## config.mk

```make
export PLATFORM = sky130hd
export DESIGN_NAME = fpmul_issuer
export DESIGN_NICKNAME = d
export VERILOG_FILES = /design/src/rtl/fpmul_issuer.sv
export SDC_FILE = /design/constraint.sdc
export NUM_CORES = 1
export LEC_CHECK = 0
export CAP_MARGIN = 10
export CORE_MARGIN = 5
export CORE_UTILIZATION = 59
export CTS_BUF_LIST = sky130_fd_sc_hd__clkbuf_8
export DETAILED_ROUTE_END_ITERATION = 10
export DONT_BUFFER_PORTS = 1
export GPL_ROUTABILITY_DRIVEN = 0
export PLACE_DENSITY = 0.78
export SETUP_SLACK_MARGIN = 0.5
export SLEW_MARGIN = 25
export SYNTH_ARGS = -nofsm -noshare
export SYNTH_HDL_FRONTEND = slang
export SYNTH_SLANG_ARGS = --single-unit
```

## constraint.sdc

```tcl
create_clock -name clk -period 2.6 [get_ports clk]
set_clock_uncertainty 0.15 [all_clocks]
set_input_delay 0.52 -clock clk [delete_from_list [all_inputs] [get_ports clk]]
set_output_delay 0.52 -clock clk [all_outputs]
set_load 0.03 [all_outputs]
```

## src/rtl/fpmul_issuer.sv

```systemverilog
// fpmul_issuer: issues IEEE-754 operand pairs to a floating-point multiplier,
// tracks them in an in-flight FIFO and pairs each product with its operands.
//
// Ports:
//   clk, rst_n                  clock, asynchronous active-low reset
//   cmd_valid/cmd_ready, cmd_a/cmd_b    operand pairs from the sequencer
//   dut_valid/dut_ready, dut_a/dut_b    issue side toward the multiplier
//   res_valid/res_ready, res_data       product from the multiplier
//   rsp_valid/rsp_ready, rsp_a/b/z      paired response to the scoreboard
//   err_timeout, err_orphan             sticky error flags
//   issued_cnt, done_cnt                transaction counters
//
// Optional feature: define FPMUL_ISSUER_STATS_EN to build the transaction
// counters; otherwise issued_cnt/done_cnt are tied to zero.
module fpmul_issuer #(
  parameter int unsigned DEPTH   = 4,
  parameter int unsigned TIMEOUT = 64
) (
  input  logic        clk,
  input  logic        rst_n,
  input  logic        cmd_valid,
  output logic        cmd_ready,
  input  logic [31:0] cmd_a,
  input  logic [31:0] cmd_b,
  output logic        dut_valid,
  input  logic        dut_ready,
  output logic [31:0] dut_a,
  output logic [31:0] dut_b,
  input  logic        res_valid,
  output logic        res_ready,
  input  logic [31:0] res_data,
  output logic        rsp_valid,
  input  logic        rsp_ready,
  output logic [31:0] rsp_a,
  output logic [31:0] rsp_b,
  output logic [31:0] rsp_z,
  output logic        err_timeout,
  output logic        err_orphan,
  output logic [15:0] issued_cnt,
  output logic [15:0] done_cnt
);

  localparam int unsigned PW = (DEPTH > 1) ? $clog2(DEPTH) : 1;
  localparam int unsigned CW = $clog2(DEPTH + 1);
  localparam int unsigned WW = $clog2(TIMEOUT + 1);

  typedef enum logic [1:0] {IDLE, DRIVE, STALL} state_t;

  typedef struct packed {
    logic [31:0] a;
    logic [31:0] b;
  } pair_t;

  state_t          state, state_next;
  logic            live;
  pair_t           mem [DEPTH];
  pair_t           head;
  logic [PW-1:0]   wptr, rptr;
  logic [CW-1:0]   count, count_next;
  logic [WW-1:0]   wd, wd_next;
  logic            cmd_fire, push, res_fire, pop, orphan, rsp_fire;

  // Handshake decode
  assign cmd_fire = cmd_valid & cmd_ready;
  assign push     = dut_valid & dut_ready;
  assign res_fire = res_valid & res_ready;
  assign pop      = res_fire & (count != '0);
  assign orphan   = res_fire & (count == '0);
  assign rsp_fire = rsp_valid & rsp_ready;

  // Ready/valid decode; live keeps readies low until the first edge out of reset
  assign cmd_ready = live & (state == IDLE) & (count < CW'(DEPTH));
  assign dut_valid = (state == DRIVE);
  assign res_ready = live & (~rsp_valid | rsp_ready);

  assign head       = mem[rptr];
  assign count_next = count + CW'(push) - CW'(pop);

  // Out-of-reset marker
  always_ff @(posedge clk or negedge rst_n) begin
    if (!rst_n) live <= 1'b0;
    else        live <= 1'b1;
  end

  // Issue FSM state register
  always_ff @(posedge clk or negedge rst_n) begin
    if (!rst_n) state <= IDLE;
    else        state <= state_next;
  end

  // Issue FSM next state
  always_comb begin
    state_next = state;
    case (state)
      IDLE:    if (cmd_fire) state_next = DRIVE;
      DRIVE:   if (push) state_next = (count_next < CW'(DEPTH)) ? IDLE : STALL;
      STALL:   if (count < CW'(DEPTH)) state_next = IDLE;
      default: state_next = IDLE;
    endcase
  end

  // Operand register presented to the multiplier
  always_ff @(posedge clk or negedge rst_n) begin
    if (!rst_n) begin
      dut_a <= '0;
      dut_b <= '0;
    end else if (cmd_fire) begin
      dut_a <= cmd_a;
      dut_b <= cmd_b;
    end
  end

  // In-flight FIFO storage (no reset needed; validity is tracked by count)
  always_ff @(posedge clk) begin
    if (push) mem[wptr] <= '{a: dut_a, b: dut_b};
  end

  // In-flight FIFO pointers and occupancy
  always_ff @(posedge clk or negedge rst_n) begin
    if (!rst_n) begin
      wptr  <= '0;
      rptr  <= '0;
      count <= '0;
    end else begin
      if (push) wptr <= wptr + PW'(1);
      if (pop)  rptr <= rptr + PW'(1);
      count <= count_next;
    end
  end

  // Response register; an orphan result never reaches it
  always_ff @(posedge clk or negedge rst_n) begin
    if (!rst_n) begin
      rsp_valid <= 1'b0;
      rsp_a     <= '0;
      rsp_b     <= '0;
      rsp_z     <= '0;
    end else if (pop) begin
      rsp_valid <= 1'b1;
      rsp_a     <= head.a;
      rsp_b     <= head.b;
      rsp_z     <= res_data;
    end else if (rsp_fire) begin
      rsp_valid <= 1'b0;
    end
  end

  // Watchdog: counts idle cycles while work is outstanding, saturating
  always_comb begin
    wd_next = wd;
    if (res_fire || (count == '0)) wd_next = '0;
    else if (wd != WW'(TIMEOUT))   wd_next = wd + WW'(1);
  end

  // Watchdog register and sticky error flags
  always_ff @(posedge clk or negedge rst_n) begin
    if (!rst_n) begin
      wd          <= '0;
      err_timeout <= 1'b0;
      err_orphan  <= 1'b0;
    end else begin
      wd <= wd_next;
      if (wd_next == WW'(TIMEOUT)) err_timeout <= 1'b1;
      if (orphan)                  err_orphan  <= 1'b1;
    end
  end

`ifdef FPMUL_ISSUER_STATS_EN
  // Transaction counters, wrapping at 16 bits
  always_ff @(posedge clk or negedge rst_n) begin
    if (!rst_n) begin
      issued_cnt <= '0;
      done_cnt   <= '0;
    end else begin
      if (push)     issued_cnt <= issued_cnt + 16'd1;
      if (rsp_fire) done_cnt   <= done_cnt + 16'd1;
    end
  end
`else
  assign issued_cnt = '0;
  assign done_cnt   = '0;
`endif

endmodule

```

==> flow_summary.yaml, run 1 <==
clock_network:
  clkLatencyLatePin_ps: 560
  cts_made_buffers: 70
  numClockSinks: 436
  clock_tree.buffer_depth: 3
  h-tree-depth: 3
  tritoncts: "built"
  cts.reportedPaths.clkPinSlew_ps: 60
  cts-hold-fix-buffers: 99
  ctsRootBufferMaster: "sky130_fd_sc_hd__clkbuf_8"
worst_hold_path:
  hp-class: "primary input to asynchronous set/reset pin"
detailed_routing:
  drtIter0Drc: 467
  post_drt_via_cell_ratio: 5.45
  drt-met1-wl_mm: 12.9
  drtAntennaViolNets: 0
  dr.pass1.iters: 5
  routed.top_layer: "met4"
  routedWlPerCell_um: 22.1
  drc: 0
  wl_met3_mm: 2.34
  met2RoutedLength_mm: 17.0
  routed_wl_mm: 32.9
  detailroute.via_count: 8115
finish:
  fillerInstances: 1759
  area_growth_syn_to_layout_pct: 17.1
  layout-drive-gt1-share_pct: 30.6
  fin_nets: 1158
  design_area_um2: 19800
critical_path:
  worst_setup_path_end_kind: "flop"
  critical_path.startpoint_type: "flop"
  worstPathRequired_ps: 2930
  critPathArrivalTime_ps: 2740
  critPathMaxFanout: 5
  ff2ff_setup_slack_ps: 190
  timing_worst_setup_path_type: "flop to flop"
logic_synthesis:
  synth-edff-count: 256
  syn-cell-area_um2: 16900
  synth_ff_type: "sky130_fd_sc_hd__edfxtp_1"
  ff_latch_count_synth: 436
  postSynth.asyncResetShare_pct: 41.3
  yosys_warnings: 0
  post_synth_inst_count: 877
  synth_cell_types: 35
  synth-seq-area-share_pct: 72.1
  post_synth.cell_area_avg_um2: 19.3
die:
  floorplan.io_pins: 300
  fp.dieArea_um2: 32100
  start_util_pct: 59.4
  die_h_um: 179
  fp.coreArea_um2: 28500
  number_of_rows_in_the_core_area: 62
  floorplan.die.width_um: 179
timing:
  finalSetupTns_ps: 0
  fmax_mhz: 415
  final_hold_viol_count: 180
  setup_viol_count_final: 0
  final_period_minus_worst_setup_slack_ps: 2410
  worst_slew_margin_rel_pct: 55.0
  finalHoldWorstSlack_ps: -492
  timing_worst_slew_pin_value_ps: 675
  rsz0062_at_grt: "true"
  number_of_pins_with_negative_max_slew_slack_in_the_final_report: 0
  final_min_period_over_clock_period_pct: 92.7
run_status:
  status: "complete, but fails checks"
  violated_checks: "negative hold slack"
flow_run:
  max_cap_viol_count: 0
place:
  dp.final_hpwl_mm: 18.4
  port_buffers: 0
  post_dp_cell_area_um2: 17400
grt:
  number_of_antenna_violations_at_the_first_check_in_global_routing: 1
  gr-usage-all-layers_pct: 20.1
  grt_start_max_net_pins: 181
  gr-total-overflow: 0
  via_count_of_the_first_global_routing_pass: 8791
  wire_length_of_the_first_global_routing_pass_mm: 49.4
pwr:
  max-vdd-ir-drop_uv: 974
  total_power_mw: 24.4
  powerDensity_nw_per_um2: 1230
  p_leak_nw: 7.95
## cells in the mapped netlist (2+ instances only)
cell type,n,area (um2)
sky130_fd_sc_hd__a21oi_1,2,10.0
sky130_fd_sc_hd__a31oi_1,2,12.5
sky130_fd_sc_hd__and3_1,4,25.0
sky130_fd_sc_hd__buf_1,5,18.8
sky130_fd_sc_hd__buf_2,11,55.1
sky130_fd_sc_hd__buf_4,33,248
sky130_fd_sc_hd__buf_6,13,146
sky130_fd_sc_hd__clkbuf_1,4,15.0
sky130_fd_sc_hd__conb_1,2,7.51
sky130_fd_sc_hd__dfrtp_1,180,4500
sky130_fd_sc_hd__edfxtp_1,256,7690
sky130_fd_sc_hd__ha_1,8,100
sky130_fd_sc_hd__inv_1,12,45.0
sky130_fd_sc_hd__mux2_2,16,180
sky130_fd_sc_hd__mux2_4,112,1680
sky130_fd_sc_hd__mux4_2,64,1440
sky130_fd_sc_hd__nand2_1,107,402
sky130_fd_sc_hd__nand3_1,4,20.0
sky130_fd_sc_hd__nor2_1,10,37.5
sky130_fd_sc_hd__nor3_1,2,10.0
sky130_fd_sc_hd__o21ai_0,6,30.0
sky130_fd_sc_hd__xnor2_1,9,78.8
sky130_fd_sc_hd__xor2_1,3,26.3
## report_power, final
group / total [mW] / leakage [nW] / internal [mW] / switching (mW)
Clock: 5.24 / 0.785 / 2.73 / 2.51
Sequential: 14.0 / 4.47 / 9.60 / 4.43
Combinational: 5.14 / 2.70 / 3.18 / 1.95
Total: 24.4 / 7.95 / 15.5 / 8.89
## critical path, stage by stage (launching register included)
cell	delay, ps
sky130_fd_sc_hd__dfrtp_1	420
sky130_fd_sc_hd__nor2b_2	200
sky130_fd_sc_hd__and2_2	220
sky130_fd_sc_hd__inv_1	80
sky130_fd_sc_hd__ha_4	240
sky130_fd_sc_hd__inv_2	60
sky130_fd_sc_hd__ha_4	120
sky130_fd_sc_hd__inv_2	30
sky130_fd_sc_hd__fa_2	340
sky130_fd_sc_hd__xnor2_2	190
sky130_fd_sc_hd__xnor2_2	150
sky130_fd_sc_hd__nand2_1	80
sky130_fd_sc_hd__o21ai_1	70
## layer usage
metal	vias to the layer above	GRT usage (%)
met2	289	33.5
met1	4218	26.1
met3	43	5.46
li1	3565	-
met4	0	6.35
met5	-	0
## cell usage in the layout, fill, tap and decap left out, types with 3 or more instances in the layout
cell type / instances
sky130_fd_sc_hd__dlygate4sd3_1: 99
sky130_fd_sc_hd__inv_1: 44
sky130_fd_sc_hd__clkinv_1: 5
sky130_fd_sc_hd__inv_6: 3
sky130_fd_sc_hd__inv_2: 3
sky130_fd_sc_hd__nand2_1: 106
sky130_fd_sc_hd__xnor2_1: 7
sky130_fd_sc_hd__mux4_2: 64
sky130_fd_sc_hd__conb_1: 33
sky130_fd_sc_hd__edfxtp_1: 256
sky130_fd_sc_hd__mux2_2: 16
sky130_fd_sc_hd__nand3_1: 4
sky130_fd_sc_hd__nor2_1: 10
sky130_fd_sc_hd__clkinv_2: 7
sky130_fd_sc_hd__buf_12: 8
sky130_fd_sc_hd__mux2_4: 112
sky130_fd_sc_hd__and3_4: 4
sky130_fd_sc_hd__ha_1: 6
sky130_fd_sc_hd__buf_4: 22
sky130_fd_sc_hd__xor2_1: 3
sky130_fd_sc_hd__o21ai_0: 4
sky130_fd_sc_hd__clkbuf_8: 77
sky130_fd_sc_hd__dfrtp_1: 178
## cell families after synthesis
group                    share of synthesized area [%]
flip-flops                                        72.1
multiplexers                                      19.5
AND/OR/NAND/NOR                                   3.37
buffers and inverters                             3.16
AO/OA/AOI/OAI                                    0.407
XOR/XNOR                                         0.622
adder cells (fa/ha/maj)                          0.711
other                                           0.0444
## final cells by class
cell class / count / area, um2 / share of cell area (%)
diodes: 1 / 2.50 / 0.0126
flip-flops and latches: 436 / 12200 / 61.7
repair buffers: 133 / 1390 / 7.03
well taps: 384 / 480 / 2.43
inverters: 13 / 53.8 / 0.272
clock buffers: 77 / 1060 / 5.36
multi-input cells: 393 / 4380 / 22.1
clock inverters: 51 / 218 / 1.10
## path summary, 6_finish.rpt
kind | start | to | depth (start not counted)
setup / recovery | state[0] | state[1] | 12
hold reg to reg | state[0] | state[1] | 1
max in group asynchronous | rst_n | rptr[1] | 0
setup reg to reg | state[0] | state[1] | 12
min in group clk | res_valid | wd[6] | 3
hold / removal | rst_n | rsp_b[29] | 0
## what timing repair did
item	CTS	global route
pin swaps	7	1
endpoints found under the setup margin	11	71
resized for setup	7	2
hold endpoints to repair	279	180
gates cloned	0	1
setup buffers	7	2
## per-stage QoR
step	setup slack, ps	util (%)	instances
2_1_floorplan	-179	-	908
3_3_place_gp	200	61.1	1250
3_5_place_dp	52.7	61.1	1250
4_1_cts	198	69.3	1484
5_1_grt	75.9	69.5	1488
6_report	190	69.5	1488
## flip-flops by register name, indices dropped and copies added, names as in the netlist, 2 cells and up
name,flops
count,3
dut_b,32
wd,7
rsp_b,32
wptr,2
dut_a,32
rsp_z,32
state,2
rsp_a,32
rptr,2
mem,256
Power figures use the tool's default switching activity.
==> run 2: changes to the inputs <==
CORE_MARGIN = 2   (was 5)
REMOVE_ABC_BUFFERS = 1   (was not set)
==> flow_summary.yaml, run 2 (same netlist as run 1, synthesis figures left out) <==
detailed_routing:
  routedWlPerCell_um: 22.5
  drtIter0Drc: 459
  dr.pass1.iters: 4
  detailroute.via_count: 8208
  drtAntennaViolNets: 0
  drc: 0
  routed_wl_mm: 33.3
  post_drt_via_cell_ratio: 5.54
grt:
  number_of_antenna_violations_at_the_first_check_in_global_routing: 2
  grt_start_max_net_pins: 181
  via_count_of_the_first_global_routing_pass: 8741
  wire_length_of_the_first_global_routing_pass_mm: 51.0
  gr-total-overflow: 0
  gr-usage-all-layers_pct: 22.1
timing:
  fmax_mhz: 408
  timing_worst_slew_pin_value_ps: 545
  finalHoldWorstSlack_ps: -505
  number_of_pins_with_negative_max_slew_slack_in_the_final_report: 0
  finalSetupTns_ps: 0
  final_min_period_over_clock_period_pct: 94.2
  final_hold_viol_count: 180
  worst_slew_margin_rel_pct: 63.7
  final_period_minus_worst_setup_slack_ps: 2450
  rsz0062_at_grt: "true"
  setup_viol_count_final: 0
critical_path:
  ff2ff_setup_slack_ps: 150
  worst_path_largest_cell_delay_ps: 400
  timing.critical_path.max_delay_family: "adder cells"
  worst_setup_path_startpoint: "count[2]"
  critical_path.startpoint_type: "flop"
  worst_setup_path_end_kind: "flop"
  timing.rr.end: "state[1]"
  critical-path-slowest-cell: "sky130_fd_sc_hd__dfrtp_1"
  critPathArrivalTime_ps: 2790
  timing_worst_setup_path_type: "flop to flop"
  critical_path.reg2reg.startpoint: "count[2]"
  critPathMaxFanout: 2
  critical_path.cell_chain: "or3_4, nand3_4, inv_6, ha_4, inv_2, ha_4, inv_2, fa_2, xnor2_2, xnor2_1, nand2_1, o21ai_1"
  critical_path.n_buffers_inverters: 3
  worstPathRequired_ps: 2950
  cells_on_worst_reg2reg_path: 12
die:
  floorplan.die.width_um: 173
  floorplan.io_pins: 300
  start_util_pct: 60.3
  die_h_um: 173
  fp.dieArea_um2: 30000
  fp.coreArea_um2: 28000
  number_of_rows_in_the_core_area: 61
clock_network:
  h-tree-depth: 3
  cts-hold-fix-buffers: 98
  clock_tree.buffer_depth: 3
  tritoncts: "built"
  ctsRootBufferMaster: "sky130_fd_sc_hd__clkbuf_8"
  numClockSinks: 436
  cts.reportedPaths.clkPinSlew_ps: 70
  cts_made_buffers: 67
  clkLatencyLatePin_ps: 570
place:
  port_buffers: 0
  post_dp_cell_area_um2: 17400
  dp.final_hpwl_mm: 18.0
finish:
  layout-drive-gt1-share_pct: 31.0
  largest_register_ff_count: 256
  most-common-layout-cells: "256 x sky130_fd_sc_hd__edfxtp_1, 178 x sky130_fd_sc_hd__dfrtp_1, 112 x sky130_fd_sc_hd__mux2_4"
  area_growth_syn_to_layout_pct: 18.0
  design_area_um2: 19900
  layout.core_utilization_pct: 71.2
  most_common_cell_after_layout_fill_and_taps_aside: "sky130_fd_sc_hd__edfxtp_1"
  fillerInstances: 1670
  top_register: "mem"
  fin_nets: 1159
pwr:
  max-vdd-ir-drop_uv: 742
  powerDensity_nw_per_um2: 1240
  total_power_mw: 24.8
  p_leak_nw: 7.99
run_status:
  status: "complete, but fails checks"
  violated_checks: "negative hold slack"
flow_run:
  max_cap_viol_count: 0
worst_hold_path:
  hp-class: "primary input to asynchronous set/reset pin"
## run 2: report_power, final
group	total [mW]	switching (mW)	internal, mW
Combinational	5.14	1.99	3.14
Sequential	14.0	4.44	9.60
Clock	5.62	2.51	3.11
Total	24.8	8.95	15.8
## run 2: how the worst max path moves through the flow
stage / to / slack (ps) / cells past startpoint
floorplan: dut_a[24] / -1410 / 3
global placement: state[1] / 50 / 13
detailed placement: state[1] / 20 / 13
CTS: state[1] / 180 / 12
global route: state[1] / 70 / 12
finish: state[1] / 150 / 12
## run 2: area by class of cell
type                    instances  area (um2)  share of cell area (%)
well taps                     378         473                    2.37
multi-input cells             393        4370                    21.9
diodes                          2        5.00                  0.0251
flip-flops and latches        436       12200                    61.2
clock buffers                  80        1100                    5.52
inverters                      13        53.8                   0.270
repair buffers                137        1470                    7.35
clock inverters                43         263                    1.32
## run 2: timing repair
| item | in CTS | in global routing |
|---|---|---|
| resized for setup | 11 | 4 |
| pin swaps | 7 | 4 |
| buffers inserted | 3 | 12 |
| endpoints found under the hold margin | 278 | 180 |
| cloned | 0 | 1 |
| setup endpoints to repair | 5 | 138 |
## run 2: stage by stage
step	hold WS [ps]	setup slack, ps	instances
finish	-505	151	1482
detailed placement	78.0	18.1	1243
floorplan	74.4	-1410	842
global placement	78.3	50.8	1243
global route	-547	74.0	1481
CTS	-548	178	1467
## run 2: per-layer routing
layer,global-route usage (%),wire (um)
met5,0,0
met1,26.6,12700
met2,37.4,16900
met3,7.32,2800
met4,8.40,1010
==> run 3: changes to the inputs <==
CORE_UTILIZATION = 60   (was 59)
PLACE_DENSITY = 0.76   (was 0.78)
clock period = 2.4 ns   (was 2.6 ns; I/O delays follow)
==> flow_summary.yaml, run 3 (same netlist as run 1, synthesis figures left out) <==
run_status:
  status: "complete, but fails checks"
  violated_checks: "negative hold slack, negative setup slack"
pwr:
  power_switching_mw: 10.3
  cell_internal_pwr_mw: 17.5
  power.sequential.fraction_pct: 54.9
  total_power_mw: 27.7
  power.share.clock_pct: 21.7
  p_leak_nw: 8.60
  sw_share_pct: 37.1
  powerDensity_nw_per_um2: 1320
  max-vdd-ir-drop_uv: 818
  p_comb_share_pct: 23.4
die:
  die_h_um: 172
  start_util_pct: 60.8
  fp.coreArea_um2: 27800
  floorplan.die.width_um: 172
  floorplan.io_pins: 300
  fp.dieArea_um2: 29500
  number_of_rows_in_the_core_area: 61
place:
  post_place_worst_slack_ps: -129
  dp.final_hpwl_mm: 18.1
  dpl.cell_count: 1252
  port_buffers: 0
finish:
  top_register: "mem"
  largest_register_ff_count: 256
  most-common-layout-cells: "256 x sky130_fd_sc_hd__edfxtp_1, 175 x sky130_fd_sc_hd__dfrtp_1, 116 x sky130_fd_sc_hd__mux2_4"
  final-seq-area_um2: 12200
  instances_no_fill: 1522
  layout-drive-gt1-share_pct: 37.6
  fillerInstances: 1505
  area_occupied_by_multi_input_gates_um2: 4690
  area_growth_syn_to_layout_pct: 24.1
  most_common_cell_after_layout_fill_and_taps_aside: "sky130_fd_sc_hd__edfxtp_1"
  fin_nets: 1199
grt:
  wire_length_of_the_first_global_routing_pass_mm: 52.6
  via_count_of_the_first_global_routing_pass: 8942
  number_of_antenna_violations_at_the_first_check_in_global_routing: 1
  grt_start_max_net_pins: 181
  gr-usage-all-layers_pct: 24.6
  gr-total-overflow: 0
critical_path:
  critical-path-slowest-cell: "sky130_fd_sc_hd__or3_4"
  worstPathRequired_ps: 2750
  worst_setup_path_end_kind: "flop"
  critical_path.startpoint_type: "flop"
  critPathArrivalTime_ps: 2820
  timing.critical_path.max_delay_family: "adder cells"
  worst_path_largest_cell_delay_ps: 420
  cells_on_worst_reg2reg_path: 12
  timing.rr.end: "state[1]"
  critical_path.n_buffers_inverters: 3
  critical_path.cell_chain: "or3_4, nand3_4, inv_6, ha_4, inv_2, ha_4, inv_2, fa_2, xnor2_2, xnor2_1, nand2_1, o21ai_1"
  ff2ff_setup_slack_ps: -70
  critical_path.reg2reg.startpoint: "count[0]"
  critPathMaxFanout: 2
  timing_worst_setup_path_type: "flop to flop"
  path_depth: 12
clock_network:
  clkLatencyLatePin_ps: 580
  tritoncts: "built"
  cts_made_buffers: 70
  cts.reportedPaths.clkPinSlew_ps: 60
  h-tree-depth: 3
  ctsRootBufferMaster: "sky130_fd_sc_hd__clkbuf_8"
  cts-hold-fix-buffers: 98
  clock_tree.buffer_depth: 3
  numClockSinks: 436
timing:
  timing_worst_slew_pin_value_ps: 501
  number_of_pins_with_negative_max_slew_slack_in_the_final_report: 0
  finalHoldWorstSlack_ps: -555
  rsz0062_at_grt: "true"
  final_min_period_over_clock_period_pct: 103
  postLayoutSetupSlackWorst_ps: -66.9
  finalSetupTns_ps: -66.9
  final_period_minus_worst_setup_slack_ps: 2470
  fmax_mhz: 405
  setup_viol_count_final: 1
  worst_slew_margin_rel_pct: 66.6
  final_hold_viol_count: 180
detailed_routing:
  drc: 0
  drtIter0Drc: 600
  drtAntennaViolNets: 0
  routedWlPerCell_um: 25.6
  routed_wl_mm: 39.0
  detailroute.via_count: 8691
  post_drt_via_cell_ratio: 5.71
  dr.pass1.iters: 7
worst_hold_path:
  hp-class: "primary input to asynchronous set/reset pin"
flow_run:
  max_cap_viol_count: 0
-- run 3: cell types whose count changed in the layout (fill, tap and decap cells not counted), sizes merged --
cell and change:
clkinvlp +1, clkinv -4, inv +8, bufinv -2, clkbuf +1, buf +35
and3 +1
-- run 3: repair_timing --
action,CTS,global route
hold endpoints to repair,281,180
gates cloned,14,2
setup buffers,18,10
pin swaps,10,8
setup endpoints to repair,260,159
resized for setup,56,96
-- run 3: area by class of cell --
| class | count | area share, % |
|---|---|---|
| antenna | 2 | 0.0239 |
| clock buffer | 80 | 5.25 |
| clock inverter | 46 | 1.12 |
| inverter | 13 | 0.256 |
| multi-input combinational | 394 | 22.4 |
| sequential | 436 | 58.2 |
| tap | 378 | 2.25 |
| timing repair buffer | 173 | 10.6 |
-- run 3: power groups by stage --
stage	sequential (mW)	clock [mW]	combinational, mW
finish	15.2	6.03	6.48
floorplan	14.8	0	4.08
global placement	15.2	0	5.16
detailed placement	15.3	0	5.31
CTS	15.1	6.11	6.04
global route	15.5	6.51	6.91
-- run 3: metrics by stage --
stage	hold WS [ps]	area, um2	util (%)
6_report	-555	21000	75.5
3_3_place_gp	38.7	17500	62.9
5_1_grt	-593	21000	75.5
4_1_cts	-596	20500	73.8
3_5_place_dp	38.2	17500	62.9
2_1_floorplan	34.4	16500	-
-- run 3: worst reg2reg max path: stages (launching register included) --
cell and delay (ps):
sky130_fd_sc_hd__dfrtp_1 400, sky130_fd_sc_hd__or3_4 420, sky130_fd_sc_hd__nand3_4 100, sky130_fd_sc_hd__inv_6 50, sky130_fd_sc_hd__ha_4 210, sky130_fd_sc_hd__inv_2 60, sky130_fd_sc_hd__ha_4 120, sky130_fd_sc_hd__inv_2 40
sky130_fd_sc_hd__fa_2 370, sky130_fd_sc_hd__xnor2_2 140, sky130_fd_sc_hd__xnor2_1 170, sky130_fd_sc_hd__nand2_1 80, sky130_fd_sc_hd__o21ai_1 90
-- run 3: worst max-delay path by stage --
stage,from,end,slack (ps)
global placement,rsp_ready,state[1],-110
detailed placement,rsp_ready,state[1],-130
finish,count[0],state[1],-70
CTS,count[0],state[1],-20
floorplan,count[2],dut_a[24],-1610
global route,count[0],state[1],-150
-- run 3: metal layers --
metal  routed length, um  GRT usage, %  up-vias
met4                 913          7.01        0
li1                    -             -     3669
met2               19900          43.6      442
met3                3370          7.11       76
met1               14700          29.5     4504
met5                   0             0        -
